### config.mk
export PLATFORM = sky130hd
export DESIGN_NAME = tick_scheduler_flat
export DESIGN_NICKNAME = d
export VERILOG_FILES = /design/src/rtl/tick_scheduler_if.sv /design/src/rtl/tick_scheduler.sv /design/src/flat_wrapper.sv
export SDC_FILE = /design/constraint.sdc
export NUM_CORES = 1
export LEC_CHECK = 0
export ABC_AREA = 1
export CAP_MARGIN = 30
export CORE_ASPECT_RATIO = 1.2
export CORE_MARGIN = 4
export CORE_UTILIZATION = 62
export DETAILED_ROUTE_END_ITERATION = 16
export HOLD_SLACK_MARGIN = 0.08
export PLACE_DENSITY = 0.86
export SLEW_MARGIN = 0
export SYNTH_ARGS = -nofsm -noshare
export SYNTH_HDL_FRONTEND = slang
export SYNTH_SLANG_ARGS = --single-unit
### constraint.sdc
create_clock -name clk_in -period 2.85 [get_ports clk_in]
set_input_delay 0.285 -clock clk_in [delete_from_list [all_inputs] [get_ports clk_in]]
set_output_delay 0.285 -clock clk_in [all_outputs]
set_load 0.005 [all_outputs]
### src/rtl/tick_scheduler_if.sv
// Config request channel of tick_scheduler: valid/ready handshake, target fields and error pulse.
interface tick_scheduler_if #(
    parameter int unsigned CH_W  = 2,
    parameter int unsigned DIV_W = 8
);
    logic             cfg_valid;
    logic             cfg_ready;
    logic [CH_W-1:0]  cfg_ch;
    logic [DIV_W-1:0] cfg_div;
    logic             cfg_en;
    logic             cfg_err;

    modport master (
        output cfg_valid, cfg_ch, cfg_div, cfg_en,
        input  cfg_ready, cfg_err
    );

    modport slave (
        input  cfg_valid, cfg_ch, cfg_div, cfg_en,
        output cfg_ready, cfg_err
    );
endinterface

### src/rtl/tick_scheduler.sv
// Shared prescaler feeding NUM_CH channels with per-channel tick pulse and 50% divided clock.
// Optional TICK_SCHED_ALIGN_EN adds an align input that re-phases every channel at once.
module tick_scheduler #(
    parameter int unsigned NUM_CH   = 4,
    parameter int unsigned CH_W     = 2,
    parameter int unsigned BASE_DIV = 100000,
    parameter int unsigned CNT_W    = 17,
    parameter int unsigned DIV_W    = 8
) (
    input  logic              clk_in,
    input  logic              rst_n,
`ifdef TICK_SCHED_ALIGN_EN
    input  logic              align,
`endif
    tick_scheduler_if.slave   cfg,
    output logic              base_tick,
    output logic [NUM_CH-1:0] tick,
    output logic [NUM_CH-1:0] clk_out
);

    if (64'(BASE_DIV) < 64'd2 || 64'(BASE_DIV) > (64'd1 << CNT_W) ||
        64'(NUM_CH) < 64'd1 || 64'(NUM_CH) > (64'd1 << CH_W)) begin : g_bad_params
        $error("tick_scheduler: invalid parameter combination");
    end

    // The apply happens on the edge that leaves PEND, so APPLY is never a resident state.
    typedef enum logic [0:0] {IDLE, PEND} state_e;

    state_e                        state_q, state_d;
    logic [CH_W-1:0]               p_ch_q, p_ch_d;
    logic [DIV_W-1:0]              p_div_q, p_div_d;
    logic                          p_en_q, p_en_d;
    logic                          err_q, err_d;
    logic                          apply;

    logic [CNT_W-1:0]              pre_q, pre_d;
    logic                          bt_q, bt_d;
    logic [NUM_CH-1:0][DIV_W-1:0]  cnt_q, cnt_d;
    logic [NUM_CH-1:0][DIV_W-1:0]  div_q, div_d;
    logic [NUM_CH-1:0]             en_q, en_d;
    logic [NUM_CH-1:0]             clk_q, clk_d;
    logic [NUM_CH-1:0]             tick_q, tick_d;
    logic                          wrap;
    logic [NUM_CH-1:0]             at_bnd;

    assign wrap = (pre_q == CNT_W'(BASE_DIV - 1));

    always_comb begin
        at_bnd = '0;
        for (int unsigned c = 0; c < NUM_CH; c++) begin
            at_bnd[c] = wrap && en_q[c] && (cnt_q[c] == div_q[c] - 1'b1);
        end
    end

    always_ff @(posedge clk_in or negedge rst_n) begin
        if (!rst_n) begin
            state_q <= IDLE;
            p_ch_q  <= '0;
            p_div_q <= '0;
            p_en_q  <= 1'b0;
            err_q   <= 1'b0;
        end else begin
            state_q <= state_d;
            p_ch_q  <= p_ch_d;
            p_div_q <= p_div_d;
            p_en_q  <= p_en_d;
            err_q   <= err_d;
        end
    end

    always_comb begin
        state_d = state_q;
        p_ch_d  = p_ch_q;
        p_div_d = p_div_q;
        p_en_d  = p_en_q;
        err_d   = 1'b0;
        apply   = 1'b0;
        case (state_q)
            IDLE: begin
                if (cfg.cfg_valid) begin
                    if (32'(cfg.cfg_ch) >= NUM_CH) begin
                        err_d = 1'b1;
                    end else begin
                        state_d = PEND;
                        p_ch_d  = cfg.cfg_ch;
                        p_div_d = cfg.cfg_div;
                        p_en_d  = cfg.cfg_en && (cfg.cfg_div != '0);
                    end
                end
            end
            PEND: begin
                if (at_bnd[p_ch_q] || !en_q[p_ch_q]) begin
                    apply   = 1'b1;
                    state_d = IDLE;
                end
            end
            default: state_d = IDLE;
        endcase
    end

    always_comb begin
        cfg.cfg_ready = (state_q == IDLE);
        cfg.cfg_err   = err_q;
        base_tick     = bt_q;
        tick          = tick_q;
        clk_out       = clk_q;
    end

    always_comb begin
        pre_d  = wrap ? '0 : pre_q + 1'b1;
        bt_d   = wrap;
        cnt_d  = cnt_q;
        div_d  = div_q;
        en_d   = en_q;
        clk_d  = clk_q;
        tick_d = '0;
        for (int unsigned c = 0; c < NUM_CH; c++) begin
            if (at_bnd[c]) begin
                cnt_d[c]  = '0;
                tick_d[c] = 1'b1;
                clk_d[c]  = ~clk_q[c];
            end else if (wrap && en_q[c]) begin
                cnt_d[c] = cnt_q[c] + 1'b1;
            end
            // A boundary apply keeps the final tick; disabling forces the clock low.
            if (apply && (32'(p_ch_q) == c)) begin
                div_d[c] = p_div_q;
                en_d[c]  = p_en_q;
                cnt_d[c] = '0;
                if (!p_en_q) begin
                    clk_d[c] = 1'b0;
                end
            end
        end
`ifdef TICK_SCHED_ALIGN_EN
        if (align) begin
            pre_d  = '0;
            bt_d   = 1'b0;
            cnt_d  = '0;
            clk_d  = '0;
            tick_d = '0;
        end
`endif
    end

    always_ff @(posedge clk_in or negedge rst_n) begin
        if (!rst_n) begin
            pre_q  <= '0;
            bt_q   <= 1'b0;
            cnt_q  <= '0;
            div_q  <= '0;
            en_q   <= '0;
            clk_q  <= '0;
            tick_q <= '0;
        end else begin
            pre_q  <= pre_d;
            bt_q   <= bt_d;
            cnt_q  <= cnt_d;
            div_q  <= div_d;
            en_q   <= en_d;
            clk_q  <= clk_d;
            tick_q <= tick_d;
        end
    end

endmodule

### src/flat_wrapper.sv
// flat-port wrapper written by rule: the top's interface ports become plain ports
module tick_scheduler_flat 
#(
    parameter int unsigned NUM_CH   = 4,
    parameter int unsigned CH_W     = 2,
    parameter int unsigned BASE_DIV = 100000,
    parameter int unsigned CNT_W    = 17,
    parameter int unsigned DIV_W    = 8
)
  (clk_in, rst_n, base_tick, tick, clk_out, cfg_cfg_valid, cfg_cfg_ch, cfg_cfg_div, cfg_cfg_en, cfg_cfg_ready, cfg_cfg_err);
  tick_scheduler_if #(.CH_W(CH_W), .DIV_W(DIV_W)) cfg_i ();
  input  logic clk_in;
  input  logic rst_n;
  output logic base_tick;
  output logic [NUM_CH-1:0] tick;
  output logic [NUM_CH-1:0] clk_out;
  input wire logic [$bits(cfg_i.cfg_valid)-1:0] cfg_cfg_valid;
  input wire logic [$bits(cfg_i.cfg_ch)-1:0] cfg_cfg_ch;
  input wire logic [$bits(cfg_i.cfg_div)-1:0] cfg_cfg_div;
  input wire logic [$bits(cfg_i.cfg_en)-1:0] cfg_cfg_en;
  output wire logic [$bits(cfg_i.cfg_ready)-1:0] cfg_cfg_ready;
  output wire logic [$bits(cfg_i.cfg_err)-1:0] cfg_cfg_err;
  assign cfg_i.cfg_valid = cfg_cfg_valid;
  assign cfg_i.cfg_ch = cfg_cfg_ch;
  assign cfg_i.cfg_div = cfg_cfg_div;
  assign cfg_i.cfg_en = cfg_cfg_en;
  assign cfg_cfg_ready = cfg_i.cfg_ready;
  assign cfg_cfg_err = cfg_i.cfg_err;
  tick_scheduler #(.NUM_CH(NUM_CH), .CH_W(CH_W), .BASE_DIV(BASE_DIV), .CNT_W(CNT_W), .DIV_W(DIV_W)) u_core (.clk_in(clk_in), .rst_n(rst_n), .cfg(cfg_i), .base_tick(base_tick), .tick(tick), .clk_out(clk_out));
endmodule
==> impl_metrics.env <==
export IMPL_r2r_start="u_core.pre_q[0]"
export IMPL_swShare_pct=44.7
export IMPL_crit_type="reg -> reg"
export IMPL_h_tree_depth=3
export IMPL_final_setup_tns_ns=0
export IMPL_remaining_drc_errors=0
export IMPL_seqCellArea_mm2=0.00265
export IMPL_io_pins=25
export IMPL_cellPowerDensity_mw_per_mm2=815
export IMPL_crit_fanout=29
export IMPL_timing_fmax_mhz=377
export IMPL_avgSynthCellArea_um2=6.79
export IMPL_die_h_um=122
export IMPL_worst_ir_drop_vdd_mv=0.720
export IMPL_first_pass_iters=5
export IMPL_dieArea_mm2=0.0126
export IMPL_rsz0062_at_grt="no"
export IMPL_antenna_found_initial=0
export IMPL_clock_power_share_pct=21.6
export IMPL_wl_per_cell_um=13.2
export IMPL_mostFrequentLayoutCells="nand2_1 (338), inv_1 (126), dfrtp_1 (106)"
export IMPL_ant_nets=0
export IMPL_postCtsSetupBuffers=0
export IMPL_initial_core_util_pct=63.7
export IMPL_combinationalPowerShare_pct=42.2
export IMPL_ys_types=38
export IMPL_r2r_slack_ns=0.20
export IMPL_synth_top_cell_area_share_pct=39.4
export IMPL_required_ns=3.12
export IMPL_synth_nets=1015
export IMPL_multi_input_area_mm2=0.00335
export IMPL_async_flop_share_pct=100
export IMPL_hold_viol=0
export IMPL_globalRouteOverflowTotal=0
export IMPL_p_sw_uw=2690
export IMPL_fin_crit_sh_pct=93.0
export IMPL_synth_edff_count=0
export IMPL_cts_made_buffers=9
export IMPL_clkTransAtPathRegs_ns=0.07
export IMPL_synthToLayoutAreaGrowth_pct=9.75
export IMPL_synth_area_leaders="dfrtp_1 (39%), nand2_1 (19%), inv_1 (7.0%)"
export IMPL_clockBufferDepth=2
export IMPL_grt_pass1_vias=5890
export IMPL_cap_violations=0
export IMPL_hp_class="in -> async"
export IMPL_synth_seq_cells=106
export IMPL_layout_commonest_cell="nand2_1"
export IMPL_netlist_area_mm2=0.00674
export IMPL_seqPwrFrac_pct=36.3
export IMPL_nNetsFinal=1036
export IMPL_path_cells="ha_1 > nand2_1 > nor2_4 > nand3_2 > nor2_4 > nand2_1 > nor3_2 > nand3_1 > nand2_1 > inv_2 > nand2_8 > buf_4 > nand4_1 > nand2_1"
export IMPL_clock_latency_ns=0.35
export IMPL_fin_area_mm2=0.00739
export IMPL_slew_headroom_pct=58.2
export IMPL_cp_end_kind="flip-flop"
export IMPL_drtIter0Drc=390
export IMPL_grt_use_total_pct=25.8
export IMPL_place_congestion=0.912
export IMPL_reg2reg_to="u_core.div_q[24]"
export IMPL_cp_startpoint="u_core.pre_q[0]"
export IMPL_tritoncts="done"
export IMPL_cp_endpoint="u_core.div_q[24]"
export IMPL_dp_hpwl_mm=10.7
export IMPL_min_period_ns=2.65
export IMPL_cp_slowest_cell="dfrtp_1"
export IMPL_placed_area_mm2=0.00706
export IMPL_start_kind="flip-flop"
export IMPL_rows=41
export IMPL_worst_pin_slew_ns=0.621
export IMPL_diodes=0
export IMPL_slowest_delay_ns=0.39
export IMPL_path_common_cell="nand2_1"
export IMPL_yosysSeqAreaShare_pct=39.4
export IMPL_crit_arrival_ns=2.92
export IMPL_port_buffers=23
export IMPL_clock_sinks=106
export IMPL_slew_viol_final=0
export IMPL_synth_cells=992
export IMPL_finClkSkew_ns=0.0115
export IMPL_vias=6266
export IMPL_whs_ns=0.479
export IMPL_core_area_mm2=0.0106
export IMPL_synthFlopType="dfrtp_1"
export IMPL_r2r_cells=14
export IMPL_grt_pass1_wl_mm=26.2
export IMPL_drive_gt1_share_pct=7.07
export IMPL_fp_dieW_um=103
export IMPL_status="finished, final reports clean"
export IMPL_fill_cells=858
export IMPL_yosysTopAreaCell="dfrtp_1"
export IMPL_cts_root_buffer="clkbuf_16"
export IMPL_ys_warn_count=0
export IMPL_wl_mm=15.1
export IMPL_setup_viol=0
export IMPL_via_per_inst=5.46
export IMPL_leakage_uw=0.00402
export IMPL_p_int_uw=3330
export IMPL_grt_max_degree=63
-- power groups by stage --
stage / logic (uW) / clock network [uW] / registers (uW)
6_report: 2540 / 1300 / 2190
2_1_floorplan: 2080 / 0 / 2060
3_5_place_dp: 2470 / 0 / 2200
5_1_grt: 2940 / 1380 / 2220
3_3_place_gp: 2400 / 0 / 2190
4_1_cts: 2520 / 1320 / 2170
-- worst max-delay path: cells and delay by family (launching register included) --
family	cells	cell delay [ns]
buffers and inverters	2	0.32
adders and majority gates	1	0.20
and+or+nand+nor	11	1.65
DFF	1	0.39
-- layout make-up --
type                       instances  area share (%)
inverter                         161            8.18
clock buffer                      10            3.23
multi-input combinational        703            45.3
tap                              129            2.18
sequential                       106            35.9
timing repair buffer              32            4.20
clock inverter                     6           0.982
-- worst min-delay path by stage --
stage	start	to	slack, ns	cells past startpoint
finish	rst_n	u_core.cnt_q[11]	0.48	2
floorplan	rst_n	u_core.base_tick	-0.01	0
detailed placement	rst_n	u_core.cnt_q[11]	0.34	1
CTS	u_core.pre_q[0]	u_core.pre_q[0]	0.49	1
global route	u_core.pre_q[0]	u_core.pre_q[0]	0.51	1
global placement	rst_n	u_core.cnt_q[11]	0.33	1
-- per-layer routing --
layer  up-vias  wire length, um  track usage [%]
met3        45              798             3.21
met2       205             7280             42.9
li1       3176                -                -
met1      2840             6500             34.1
met5         -                0                0
met4         0              510             10.4
-- through the flow --
| step | instances | total power [uW] | util [%] | setup slack, ns |
|---|---|---|---|---|
| 2_1_floorplan | 992 | 4140 | - | 0.757 |
| 3_3_place_gp | 1130 | 4600 | 66.8 | 0.216 |
| 3_5_place_dp | 1130 | 4670 | 66.8 | 0.144 |
| 4_1_cts | 1147 | 6010 | 69.9 | 0.0900 |
| 5_1_grt | 1147 | 6540 | 70.0 | 0.0152 |
| 6_report | 1147 | 6030 | 70.0 | 0.200 |
-- flip-flops by register name, indices dropped and copies added, names as in the netlist --
| register | cells |
|---|---|
| u_core.base_tick | 1 |
| u_core.clk_out | 4 |
| u_core.cnt_q | 32 |
| u_core.div_q | 32 |
| u_core.en_q | 4 |
| u_core.p_ch_q | 2 |
| u_core.p_div_q | 8 |
| u_core.p_en_q | 1 |
| u_core.pre_q | 17 |
| u_core.state_q | 1 |
| u_core.tick | 4 |
-- Yosys cell counts (all sizes together) (10+ instances only) --
cell / n
nand4: 56
dfrtp: 106
inv: 161
nand2: 339
nand3: 83
buf: 13
xor2: 18
a21oi: 13
xnor2: 10
nor2: 108
nor3: 10
o21ai: 32
-- timing repair --
action,in CTS,in global routing
resized for setup,0,2
setup endpoints to repair,0,73
hold buffers,1,0
endpoints found under the hold margin,44,0
-- logic make-up (layout without fill, tap and decap cells) --
| kind of cell | after synthesis | in the layout | synth area share (%) |
|---|---|---|---|
| other | 1 | 1 | 0.0557 |
| buffers and inverters | 183 | 209 | 11.0 |
| adders and majority gates | 9 | 9 | 1.67 |
| and+or+nand+nor | 611 | 611 | 39.9 |
| AOI/OAI and AO/OA | 54 | 54 | 4.35 |
| DFF | 106 | 106 | 39.4 |
| xor gates and xnor gates | 28 | 28 | 3.64 |
Power figures use the tool's default switching activity.
